--- src/rtl/led_seq_pkg.sv ---
// Shared CSR definitions for the LED blink-pattern sequencer: register
// offsets, CTRL bit positions and a CTRL read-back packer.
package led_seq_pkg;

    localparam logic [4:0] CSR_CTRL_OFS    = 5'd0;
    localparam logic [4:0] CSR_PATTERN_OFS = 5'd1;

    localparam int CTRL_EN_BIT      = 0;
    localparam int CTRL_ONESHOT_BIT = 1;
    localparam int CTRL_DIV_LSB     = 2;
    localparam int CTRL_DIV_MSB     = 4;
    localparam int CTRL_BUSY_BIT    = 7;

    localparam logic [2:0] LAST_SLOT = 3'd7;

    // Reserved bits [6:5] always read back as zero.
    function automatic logic [7:0] ctrl_pack(input logic busy, input logic [2:0] div,
                                             input logic oneshot, input logic en);
        return {busy, 2'b00, div, oneshot, en};
    endfunction

endpackage

--- src/rtl/led_seq.sv ---
// CSR-mapped LED blink-pattern sequencer: shifts an 8-bit pattern to an
// active-low LED, one slot per DIV+1 ce_8hz ticks, continuous or one-shot.
module led_seq
    import led_seq_pkg::*;
#(
    parameter logic [4:0] BASE_ADDR   = 5'h1d,
    parameter logic [7:0] RST_CTRL    = 8'h01,
    parameter logic [7:0] RST_PATTERN = 8'h0f
) (
    input  logic       clk,
    input  logic       rst,
    input  logic       ce_8hz,
    input  logic [4:0] csr_a,
    input  logic [7:0] csr_di,
    input  logic       csr_we,
    output logic [7:0] csr_do,
    input  logic       pwr_enable,
    output logic       led_n
);

    typedef enum logic {IDLE = 1'b0, RUN = 1'b1} state_t;

    localparam logic [4:0] CTRL_ADDR    = BASE_ADDR + CSR_CTRL_OFS;
    localparam logic [4:0] PATTERN_ADDR = BASE_ADDR + CSR_PATTERN_OFS;

    state_t     state_q, state_d;
    logic       en_q, en_d;
    logic       oneshot_q, oneshot_d;
    logic [2:0] div_q, div_d;
    logic [7:0] pattern_q, pattern_d;
    logic [7:0] shadow_q, shadow_d;
    logic [2:0] idx_q, idx_d;
    logic [2:0] tick_q, tick_d;
    logic       start_pend_q;
    logic       led_n_d;

    logic ctrl_wr, pattern_wr, start, stop, tick_hit, boundary;

    always_comb begin
        ctrl_wr    = csr_we && (csr_a == CTRL_ADDR);
        pattern_wr = csr_we && (csr_a == PATTERN_ADDR);
        pattern_d  = pattern_wr ? csr_di : pattern_q;

        // A restart comes from a CTRL write with EN=1, or from the first cycle
        // after reset when the reset value of CTRL has EN set.
        start = ctrl_wr ? csr_di[CTRL_EN_BIT] : (start_pend_q && en_q);
        stop  = ctrl_wr && !csr_di[CTRL_EN_BIT];

        // >= keeps the sequencer sane if DIV is lowered beneath a running tick.
        tick_hit = (tick_q >= div_q);
        boundary = (idx_q == LAST_SLOT) && tick_hit;

        state_d   = state_q;
        en_d      = en_q;
        oneshot_d = oneshot_q;
        div_d     = div_q;
        shadow_d  = shadow_q;
        idx_d     = idx_q;
        tick_d    = tick_q;

        if (ctrl_wr) begin
            en_d      = csr_di[CTRL_EN_BIT];
            oneshot_d = csr_di[CTRL_ONESHOT_BIT];
            div_d     = csr_di[CTRL_DIV_MSB:CTRL_DIV_LSB];
        end

        if (start) begin
            state_d  = RUN;
            idx_d    = 3'd0;
            tick_d   = 3'd0;
            shadow_d = pattern_d;
        end else if (stop) begin
            state_d = IDLE;
            idx_d   = 3'd0;
            tick_d  = 3'd0;
        end else if (state_q == RUN && ce_8hz) begin
            if (tick_hit) begin
                tick_d = 3'd0;
                idx_d  = idx_q + 3'd1;
                if (boundary) begin
                    shadow_d = pattern_d;
                    if (oneshot_q) begin
                        en_d    = 1'b0;
                        state_d = IDLE;
                        idx_d   = 3'd0;
                    end
                end
            end else begin
                tick_d = tick_q + 3'd1;
            end
        end

        led_n_d = ~((state_q == RUN) && shadow_q[idx_q] && pwr_enable);
    end

    always_ff @(posedge clk) begin
        if (rst) begin
            state_q      <= IDLE;
            en_q         <= RST_CTRL[CTRL_EN_BIT];
            oneshot_q    <= RST_CTRL[CTRL_ONESHOT_BIT];
            div_q        <= RST_CTRL[CTRL_DIV_MSB:CTRL_DIV_LSB];
            pattern_q    <= RST_PATTERN;
            shadow_q     <= RST_PATTERN;
            idx_q        <= 3'd0;
            tick_q       <= 3'd0;
            start_pend_q <= 1'b1;
            led_n        <= 1'b1;
        end else begin
            state_q      <= state_d;
            en_q         <= en_d;
            oneshot_q    <= oneshot_d;
            div_q        <= div_d;
            pattern_q    <= pattern_d;
            shadow_q     <= shadow_d;
            idx_q        <= idx_d;
            tick_q       <= tick_d;
            start_pend_q <= 1'b0;
            led_n        <= led_n_d;
        end
    end

    // Read data is ORed into a shared bus, so unaddressed reads return zero.
    always_comb begin
        csr_do = 8'h00;
        if (csr_a == CTRL_ADDR)
            csr_do = ctrl_pack(state_q == RUN, div_q, oneshot_q, en_q);
        else if (csr_a == PATTERN_ADDR)
            csr_do = pattern_q;
    end

endmodule
--- config.mk ---
export PLATFORM = sky130hd
export DESIGN_NAME = led_seq
export DESIGN_NICKNAME = d
export VERILOG_FILES = /design/src/rtl/led_seq_pkg.sv /design/src/rtl/led_seq.sv
export SDC_FILE = /design/constraint.sdc
export NUM_CORES = 1
export LEC_CHECK = 0
export ABC_AREA = 1
export CORE_ASPECT_RATIO = 1.75
export CORE_UTILIZATION = 56
export DETAILED_ROUTE_END_ITERATION = 10
export PLACE_DENSITY_LB_ADDON = 0.12
export SYNTH_ARGS = -nofsm -noshare
export SYNTH_HDL_FRONTEND = slang
export SYNTH_SLANG_ARGS = --single-unit
--- constraint.sdc ---
create_clock -name clk -period 2.5 [get_ports clk]
set_clock_uncertainty 0.05 [all_clocks]
set_input_delay 0.375 -clock clk [delete_from_list [all_inputs] [get_ports clk]]
set_output_delay 0.375 -clock clk [all_outputs]
set_load 0.03 [all_outputs]
==> summary.md, run 1 <==
| Metric | Value |
|---|---|
| Crit path capture type | `output pin` |
| Post-synth ARST share | `0%` |
| DRC violations left | `0` |
| Post-Route WL | `3.69 mm` |
| Most used DFF post-synth | `dfxtp_1` |
| Fin crit share | `85.2%` |
| Post-layout util | `73.7%` |
| Pins Over Slew Limit | `0` |
| Worst Path Required | `2.08 ns` |
| LEAKAGE | `between 0.0008 and 0.0009 µW` |
| Clk network pwr share | `39.1%` |
| Pin count of the biggest net entering global routing | `23` |
| Commonest non-fill, non-tap cell in the layout | `nand2_1` |
| Seq cells post-synth | `30` |
| EDFF count, synth | `0` |
| Gp weighted congestion | `~0.91` |
| CTS resizes | `0` |
| Gr usage total | `27.5%` |
| Core ar. | `2550 µm²` |
| R2R Setup Slk | `0.71 ns` |
| Initial antenna violation count | `0` |
| Final Worst Setup Slack | `approximately 0.37 ns` |
| IO Pins | `27` |
| Sum Neg Setup Slack | `0 ns` |
| Setup WS pre-CTS | `roughly 0.38 ns` |
| NetSw | `240 µW` |
| Layout cell share with drive strength beyond 1 | `15.0%` |
| N_diodes | `0` |
| RSZ-0062 raised after global routing | `false` |
| Max Buffers Root-to-Sink | `2` |
| Status | `complete, no violations` |
| Max Cap Violations | `0` |
| Die X | `41.7 µm` |
| Synth warn | `0` |
| First-pass DRT Iterations | `4` |
| Minimum clock period | `around 2.1 ns` |
| Yosys cell types | `28` |
| Worst VDD drop | `just under 0.5 mV` |
| First-pass GRT wire length | `6.26 mm` |
| Vias per inst | `about 5.6` |
| Die Y | `71.5 µm` |
| CTS Sinks | `30` |
| Clock latency on the worst-skew pair | `0.28 ns` |
| Post-CTS Hold Fix Bufs | `0` |
| Post-synth net total | `between 200 and 250` |
| WP data arrival | `1.70 ns` |
| Flop pwr share | `about half` |
| Nets | `about 260` |
| Syn Std Cell Area | `1550 µm²` |
| Post-DR wirelength/cell | `13.9 µm` |
| Area grow syn2layout | `21.6%` |
| Worst hold path depth | `2` |
| Fmax achieved | `469 MHz` |
| RR Endpoint | `shadow_q[0]` |
| Setup Buffers After CTS | `0` |
| Critical Path Source Type | `input port` |
| Number of port buffers | `26` |
| # setup viols final | `0` |
| Routed via count | `between 1000 and 1500` |
| H-Tree Depth | `2` |
| FF-to-FF Start | `div_q[2]` |
| Hold Crit Class | `flop to flop` |
| Setup CP Type | `input port to output pin` |
| PD cells | `532 nW/µm²` |
| Int Pwr | `761 µW` |
| Initial core utilization | `60.6%` |
| Total gr overflow | `0` |
| Row Count | `24` |
| Clock slew at reported path FFs | `0.06 ns` |
| TritonCTS clock tree | `built` |
| CTS Buf Count | `5` |
| Initial DRC count | `32` |
| Final Hold Viols | `0` |
| Die ar. | `2990 µm²` |
| Hold Path Sink | `div_q[0]` |
| Root buffer cell | `clkbuf_8` |
| Number of global-route vias before repair | `1514` |
| Worst Tran Pin Value | `around 0.64 ns` |
| Most frequent cells in the layout | `nand2_1 (44), dfxtp_1 (30), inv_1 (27)` |
| Register area share after synthesis | `38.8%` |
| Post-Synthesis Cells | `210` |
| Switching share of total power | `24.0%` |
| Worst slew margin | `between 50% and 60%` |
| Critical path peak fanout | `5` |
| Logic pwr share | `between 10% and 20%` |
| DP Wirelength | `between 2 and 3 mm` |
| Post-DRT Antenna Nets | `0` |
| Syn_area_per_cell | `7.37 µm²` |
| HP Start | `div_q[0]` |
| # fillers | `215` |
| Worst r2r path cells | `8` |
[power by group through the flow]
stage / clock network, µW / logic (µW) / registers (µW)
final: 391 / 110 / 500
after global routing: 419 / 122 / 500
after CTS: 399 / 110 / 499
after detailed placement: 0 / 109 / 510
after global placement: 0 / 105 / 509
after floorplan: 0 / 62.4 / 508
[cells by family (layout without fill, tap and decap cells)]
kind of cell | count (synthesis) | after routing | synth area share [%]
AND/OR/NAND/NOR | 106 | 106 | 34.7
buffers and inverters | 34 | 64 | 9.30
AO/OA/AOI/OAI | 33 | 33 | 11.8
flip-flops | 30 | 30 | 38.8
adder cells (fa/ha/maj) | 6 | 6 | 4.85
XOR/XNOR | 1 | 1 | 0.566
[worst max-delay path, stage by stage]
cell and delay [ns]:
clkdlybuf4s50_1 0.52, inv_2 0.06, nor2_4 0.17, nand2_1 0.16, o21ai_0 0.22, buf_4 0.20
[per-layer routing]
layer	track usage (%)	vias up	share of wire, %
li1	-	739	-
met3	8.06	9	4.3
met1	26.8	688	37
met5	0	-	0
met4	13.6	0	2.1
met2	50.9	43	56
[area by class of cell]
type	count	area, µm²	area share, %
clock inverter	1	5.00	0.266
timing repair buffer	26	240	12.8
multi-input combinational	146	803	42.7
inverter	30	114	6.05
tap	26	32.5	1.73
sequential	30	601	31.9
clock buffer	7	86.3	4.59
[worst max-delay path by stage]
stage / startpoint / end / slack, ns
floorplan: csr_a[0] / csr_do[7] / 0.57
global placement: csr_a[1] / csr_do[7] / 0.46
detailed placement: csr_a[4] / shadow_q[0] / 0.38
CTS: csr_a[1] / csr_do[7] / 0.40
global route: csr_a[1] / csr_do[7] / 0.30
finish: csr_a[4] / csr_do[1] / 0.37
[metrics by stage]
stage / cells / hold slack, ns / instance area, µm² / total power [µW]
2_1_floorplan: 210 / 0.353 / 1550 / 570
3_3_place_gp: 258 / 0.416 / 1790 / 614
3_5_place_dp: 258 / 0.423 / 1790 / 619
4_1_cts: 266 / 0.434 / 1880 / 1010
5_1_grt: 266 / 0.449 / 1880 / 1040
6_report: 266 / 0.434 / 1880 / 1000
[cell usage after synthesis (2+ instances only)]
cell type	count	area [µm²]
a21oi_1	9	45.0
and2_1	4	25.0
buf_6	2	22.5
clkbuf_1	2	7.51
dfxtp_1	30	601
ha_1	6	75.1
inv_1	27	101
inv_2	2	7.51
nand2_1	44	165
nand2_2	2	12.5
nand3_1	25	125
nand3_2	2	20.0
nand4_1	3	18.8
nand4_2	2	25.0
nor2_1	14	52.6
nor2_4	3	33.8
o21ai_0	18	90.1
o21ai_2	3	26.3
or2_2	3	18.8
[sequential cells by signal, indices dropped and copies added (netlist names)]
name and cells:
start_pend_q 1, pattern_q 8, state_q 1, oneshot_q 1, div_q 3, led_n 1, en_q 1, tick_q 3
shadow_q 8, idx_q 3
Power figures use the tool's default switching activity.
==> run 2: changes to the inputs <==
--- a/config.mk
+++ b/config.mk
@@ -9,6 +9,7 @@
 export CORE_ASPECT_RATIO = 1.75
 export CORE_UTILIZATION = 56
 export DETAILED_ROUTE_END_ITERATION = 10
+export MAX_ROUTING_LAYER = met4
 export PLACE_DENSITY_LB_ADDON = 0.12
 export SYNTH_ARGS = -nofsm -noshare
 export SYNTH_HDL_FRONTEND = slang
==> run 2 against run 1 <==
Die area did not move. Combinational power barely moved. Routed wire length up 4.0%. Sequential power hardly changed. Utilization is the same. First-iteration DRC count rose by 110%. Critical path depth unchanged. Flip-flop and latch count unchanged. Clock power increased by 2%. Critical path type unchanged. Critical endpoint is now csr_do[2]. Largest cell class unchanged. Highest routed layer unchanged.
==> summary.md, run 2 (synthesis results as in run 1) <==
| Metric | Value |
|---|---|
| Initial core utilization | `60.6% (unchanged)` |
| Core ar. | `2550 µm² (unchanged)` |
| Status | `complete, no violations` |
| Max Cap Violations | `0 (unchanged)` |
| Most frequent cells in the layout | `nand2_1 (44), dfxtp_1 (30), inv_1 (27)` |
| Worst VDD drop | `0.552 mV (+11%)` |
| Crit path capture type | `output pin` |
| Final Worst Setup Slack | `0.362 ns (-0.00841 ns)` |
| Post-route insts no fill | `266 (unchanged)` |
| Worst r2r path cells | `8 (unchanged)` |
| RSZ-0062 raised after global routing | `false` |
| RR Endpoint | `shadow_q[0]` |
| Hold Crit Class | `flop to flop` |
| Post-DRT Antenna Nets | `0 (unchanged)` |
| TritonCTS clock tree | `built` |
| HP Start | `div_q[0]` |
| Dpl cells | `258 (unchanged)` |
| Minimum clock period | `2.14 ns (+0.00841 ns)` |
| Number of global-route vias before repair | `1548 (+2.2%)` |
| LEAKAGE | `0.000869 µW (unchanged)` |
| R2R Setup Slk | `0.70 ns (about the same)` |
| # setup viols final | `0 (unchanged)` |
| Gr usage total | `29.4% (+1.9 points)` |
| Post-Route WL | `3.84 mm (+4.0%)` |
| Row Count | `24 (unchanged)` |
| WP data arrival | `1.71 ns (about the same)` |
| Critical path peak fanout | `5 (unchanged)` |
| Root buffer cell | `clkbuf_8` |
| Post-CTS Hold Fix Bufs | `0 (unchanged)` |
| Fin crit share | `85.5% (+0.34 points)` |
| Nets | `263 (unchanged)` |
| Number of port buffers | `26 (unchanged)` |
| Total gr overflow | `0 (unchanged)` |
| Pin count of the biggest net entering global routing | `23 (unchanged)` |
| DRC violations left | `0 (unchanged)` |
| Post-DR wirelength/cell | `14.4 µm (+4.0%)` |
| Post-layout util | `73.7% (unchanged)` |
| Routed via count | `1472 (-0.47%)` |
| Max Buffers Root-to-Sink | `2 (unchanged)` |
| IO Pins | `27 (unchanged)` |
| Initial antenna violation count | `0 (unchanged)` |
| H-Tree Depth | `2 (unchanged)` |
| Register area | `601 µm² (unchanged)` |
| Footprint of the multi-input gates | `803 µm² (unchanged)` |
| Fmax achieved | `468 MHz (-0.39%)` |
| Final Hold Viols | `0 (unchanged)` |
| FF-to-FF Start | `div_q[2]` |
| DP Wirelength | `3.00 mm (+4.0%)` |
| Largest registers | `pattern_q (8), shadow_q (8)` |
| Die X | `41.7 µm (unchanged)` |
| Clock slew at reported path FFs | `0.06 ns (about the same)` |
| Setup CP Type | `input port to output pin` |
| Die ar. | `2990 µm² (unchanged)` |
| Critical Path Source Type | `input port` |
| Worst Setup SP | `csr_a[4]` |
| N_diodes | `0 (unchanged)` |
| Sum Neg Setup Slack | `0 ns (unchanged)` |
| Die Y | `71.5 µm (unchanged)` |
| Pins Over Slew Limit | `0 (unchanged)` |
| PD cells | `535 nW/µm² (+0.61%)` |
| Setup Buffers After CTS | `0 (unchanged)` |
| Layout cell share with drive strength beyond 1 | `15.0% (unchanged)` |
| Gp weighted congestion | `0.928 (+2.2%)` |
| Clock latency on the worst-skew pair | `0.28 ns (about the same)` |
| # fillers | `222 (+3.3%)` |
| CTS resizes | `0 (unchanged)` |
| Worst slew margin | `58.8% (+1.4 points)` |
| Vias per inst | `5.53 (-0.47%)` |
| Worst hold path depth | `2 (unchanged)` |
| Worst Tran Pin Value | `0.618 ns (-0.0212 ns)` |
| Area grow syn2layout | `21.6% (unchanged)` |
| Worst Path Required | `2.08 ns (about the same)` |
| First-pass DRT Iterations | `4 (unchanged)` |
| CTS Buf Count | `5 (unchanged)` |
| Setup WS pre-CTS | `0.382 ns (+0.00561 ns)` |
| First-pass GRT wire length | `6.49 mm (+3.6%)` |
| Initial DRC count | `66 (+110%)` |
| Commonest non-fill, non-tap cell in the layout | `nand2_1` |
| CTS Sinks | `30 (unchanged)` |
| Hold Path Sink | `div_q[0]` |
-- run 2: cell counts in the layout (fill, tap and decap cells not counted) --
Identical to the previous run, type by type.
-- run 2: how the worst max path moves through the flow --
stage	endpoint	slack, ns	depth (start not counted)
6_report	csr_do[2]	0.36	6
5_1_grt	csr_do[2]	0.29	6
4_1_cts	csr_do[2]	0.38	6
3_5_place_dp	csr_do[2]	0.38	6
3_3_place_gp	csr_do[7]	0.46	6
2_1_floorplan	csr_do[7]	0.57	5
-- run 2: routing by layer --
layer,vias up,share of wire (%),track usage (%)
met4,0,2.1,15.1
li1,737,-,-
met2,48,58,53.5
met1,678,36,27.7
met5,-,0,-
met3,9,4.1,7.05
-- run 2: worst max-delay path, stage by stage --
cell and delay, ns:
clkdlybuf4s50_1 0.52, inv_2 0.06, nor2_4 0.17, nand2_1 0.16, o21ai_0 0.23, buf_4 0.20
-- run 2: cell type report --
cell class                      count  area share (%)
Clock buffer                        7            4.59
Clock inverter                      1           0.266
Inverter                           30            6.05
Multi-Input combinational cell    146            42.7
Sequential cell                    30            31.9
Tap cell                           26            1.73
Timing Repair Buffer               26            12.8
-- run 2: where the power goes --
group | switching [µW] | total (µW) | internal [µW]
logic | 62.3 | 111 | 48.5
registers | 8.31 | 500 | 491
clock network | 176 | 397 | 221
-- run 2: stage by stage --
| step | cell area [µm²] | hold slack (ns) | total power (µW) |
|---|---|---|---|
| 6_report | 1880 | 0.426 | 1010 |
| 5_1_grt | 1880 | 0.453 | 1050 |
| 4_1_cts | 1880 | 0.428 | 1020 |
| 3_5_place_dp | 1790 | 0.418 | 619 |
| 3_3_place_gp | 1790 | 0.416 | 614 |
| 2_1_floorplan | 1550 | 0.353 | 570 |
==> run 3: changes to the inputs <==
--- a/config.mk
+++ b/config.mk
@@ -6,7 +6,6 @@
 export NUM_CORES = 1
 export LEC_CHECK = 0
 export ABC_AREA = 1
-export CORE_ASPECT_RATIO = 1.75
 export CORE_UTILIZATION = 56
 export DETAILED_ROUTE_END_ITERATION = 10
 export MAX_ROUTING_LAYER = met4
==> run 3 against run 2 <==
Combinational power is 4% lower. Utilization is 0.67 points lower. Clock power is 22% lower. Routed wire length is 16% lower. Maximum frequency is 2.9% higher. Sequential share of layout area is 0.39 points higher. Cell count is 1.5% higher. Sequential power hardly changed. First-iteration DRC count is 82% lower. Cell area is 1.2% lower.
==> summary.md, run 3 (synthesis results as in run 1) <==
| Metric | Value |
|---|---|
| Layout cell share with drive strength beyond 1 | `15.4% (+0.42 points)` |
| PD cells | `491 nW/µm² (-8.2%)` |
| Dpl cells | `262 (+1.6%)` |
| Clock latency on the worst-skew pair | `0.34 ns (+0.06 ns)` |
| TritonCTS clock tree | `built` |
| Final Hold Viols | `0 (unchanged)` |
| Setup WS pre-CTS | `0.416 ns (+0.0335 ns)` |
| Initial DRC count | `12 (-82%)` |
| # setup viols final | `0 (unchanged)` |
| Post-DR wirelength/cell | `12.0 µm (-17%)` |
| Post-CTS Hold Fix Bufs | `0 (unchanged)` |
| RSZ-0062 raised after global routing | `false` |
| Post-Route WL | `3.23 mm (-16%)` |
| Gp weighted congestion | `0.831 (-10%)` |
| Area grow syn2layout | `20.1%` |
| Max Cap Violations | `0 (unchanged)` |
| CTS Buf Count | `5 (unchanged)` |
| Clock slew at reported path FFs | `0.10 ns (+0.04 ns)` |
| Fin crit share | `83.1% (-2.4 points)` |
| LEAKAGE | `0.000855 µW (-1.6%)` |
| IO Pins | `27 (unchanged)` |
| Setup CP Type | `input port to output pin` |
| Post-DRT Antenna Nets | `0 (unchanged)` |
| Setup Buffers After CTS | `0 (unchanged)` |
| Minimum clock period | `2.08 ns (-0.0604 ns)` |
| Most frequent cells in the layout | `nand2_1 (44), dfxtp_1 (30), inv_1 (27)` |
| Nets | `263 (unchanged)` |
| RR Endpoint | `shadow_q[1]` |
| Initial antenna violation count | `0 (unchanged)` |
| Pin count of the biggest net entering global routing | `23 (unchanged)` |
| Status | `complete, no violations` |
| FF-to-FF Start | `div_q[2]` |
| Root buffer cell | `clkbuf_4` |
| First-pass GRT wire length | `5.26 mm (-19%)` |
| CTS resizes | `0 (unchanged)` |
| Worst VDD drop | `0.384 mV (-30%)` |
| Worst hold path depth | `1 (-1)` |
| Hold Crit Class | `flop to flop` |
| HP Start | `state_q` |
| Vias per inst | `5.40 (-2.4%)` |
| R2R Setup Slk | `0.75 ns (+0.05 ns)` |
| Routed via count | `1459 (-0.88%)` |
| Sum Neg Setup Slack | `0 ns (unchanged)` |
| Die X | `54.6 µm (+31%)` |
| N_diodes | `0 (unchanged)` |
| CTS Sinks | `30 (unchanged)` |
| Row Count | `18 (-25%)` |
| Number of global-route vias before repair | `1287 (-17%)` |
| Fmax achieved | `481 MHz (+2.9%)` |
| H-Tree Depth | `2 (unchanged)` |
| Commonest non-fill, non-tap cell in the layout | `nand2_1` |
| Max Buffers Root-to-Sink | `2 (unchanged)` |
| Crit path capture type | `output pin` |
| Gr usage total | `26.3% (-3.1 points)` |
| DRC violations left | `0 (unchanged)` |
| Largest registers | `pattern_q (8), shadow_q (8)` |
| Final Worst Setup Slack | `0.422 ns (+0.0604 ns)` |
| Worst r2r path cells | `8 (unchanged)` |
| WP data arrival | `1.65 ns (-0.06 ns)` |
| Core ar. | `2540 µm² (-0.29%)` |
| Total gr overflow | `0 (unchanged)` |
| Initial core utilization | `60.8% (+0.18 points)` |
| Critical path peak fanout | `6 (+1)` |
| Worst Path Required | `2.08 ns (about the same)` |
| Die ar. | `2980 µm² (-0.28%)` |
| Hold Path Sink | `led_n` |
| First-pass DRT Iterations | `4 (unchanged)` |
| Post-route insts no fill | `270 (+1.5%)` |
| Number of port buffers | `26 (unchanged)` |
| Worst slew margin | `60.2% (+1.5 points)` |
| DP Wirelength | `2.54 mm (-15%)` |
| Pins Over Slew Limit | `0 (unchanged)` |
| Die Y | `54.6 µm (-24%)` |
| Worst Tran Pin Value | `0.596 ns (-0.0220 ns)` |
| Critical Path Source Type | `input port` |
-- run 3: cell count changes in the layout (fill, tap and decap cells not counted), sizes merged --
cell / delta
clkinvlp: +1
clkbuf: -1
-- run 3: final cells by class --
| class | instances | area (µm²) |
|---|---|---|
| Inverter | 30 | 114 |
| Fill cell | 207 | 686 |
| Sequential cell | 30 | 601 |
| Clock inverter | 2 | 12.5 |
| Multi-Input combinational cell | 146 | 803 |
| Clock buffer | 6 | 51.3 |
| Timing Repair Buffer | 26 | 240 |
| Tap cell | 30 | 37.5 |
-- run 3: per-layer routing --
| layer | part of all wire [%] | global-route usage, % | vias to the layer above |
|---|---|---|---|
| li1 | - | - | 741 |
| met2 | 48 | 42.5 | 37 |
| met3 | 5.5 | 8.61 | 8 |
| met4 | 1.8 | 9.83 | 0 |
| met1 | 45 | 30.1 | 673 |
| met5 | 0 | - | - |
-- run 3: worst max-delay path, cell delays in order --
cell and delay, ns:
clkdlybuf4s50_1 0.54, nand3_2 0.11, nor2_4 0.18, inv_1 0.11, o21ai_0 0.15, buf_4 0.18
-- run 3: stage by stage --
| stage | utilization (%) | cell area (µm²) | hold WS (ns) | total power, µW |
|---|---|---|---|---|
| floorplan | - | 1550 | 0.353 | 570 |
| global placement | 70.6 | 1800 | 0.405 | 613 |
| detailed placement | 70.6 | 1800 | 0.413 | 616 |
| CTS | 73.1 | 1860 | 0.445 | 921 |
| global route | 73.1 | 1860 | 0.461 | 960 |
| finish | 73.1 | 1860 | 0.443 | 913 |
-- run 3: power by group --
group          switching (µW)  internal, µW  total (µW)
clock                     173           135         308
sequential               7.60           491         498
combinational            59.0          48.5         107
total                     239           674         913
-- run 3: how the worst max path moves through the flow --
stage / end / slack, ns / startpoint / cells after the start
after global routing: csr_do[1] / 0.30 / csr_a[2] / 6
after global placement: csr_do[7] / 0.45 / csr_a[1] / 6
final: csr_do[7] / 0.42 / csr_a[1] / 6
after detailed placement: csr_do[7] / 0.42 / csr_a[1] / 6
after floorplan: csr_do[7] / 0.57 / csr_a[0] / 5
after CTS: csr_do[7] / 0.42 / csr_a[1] / 6
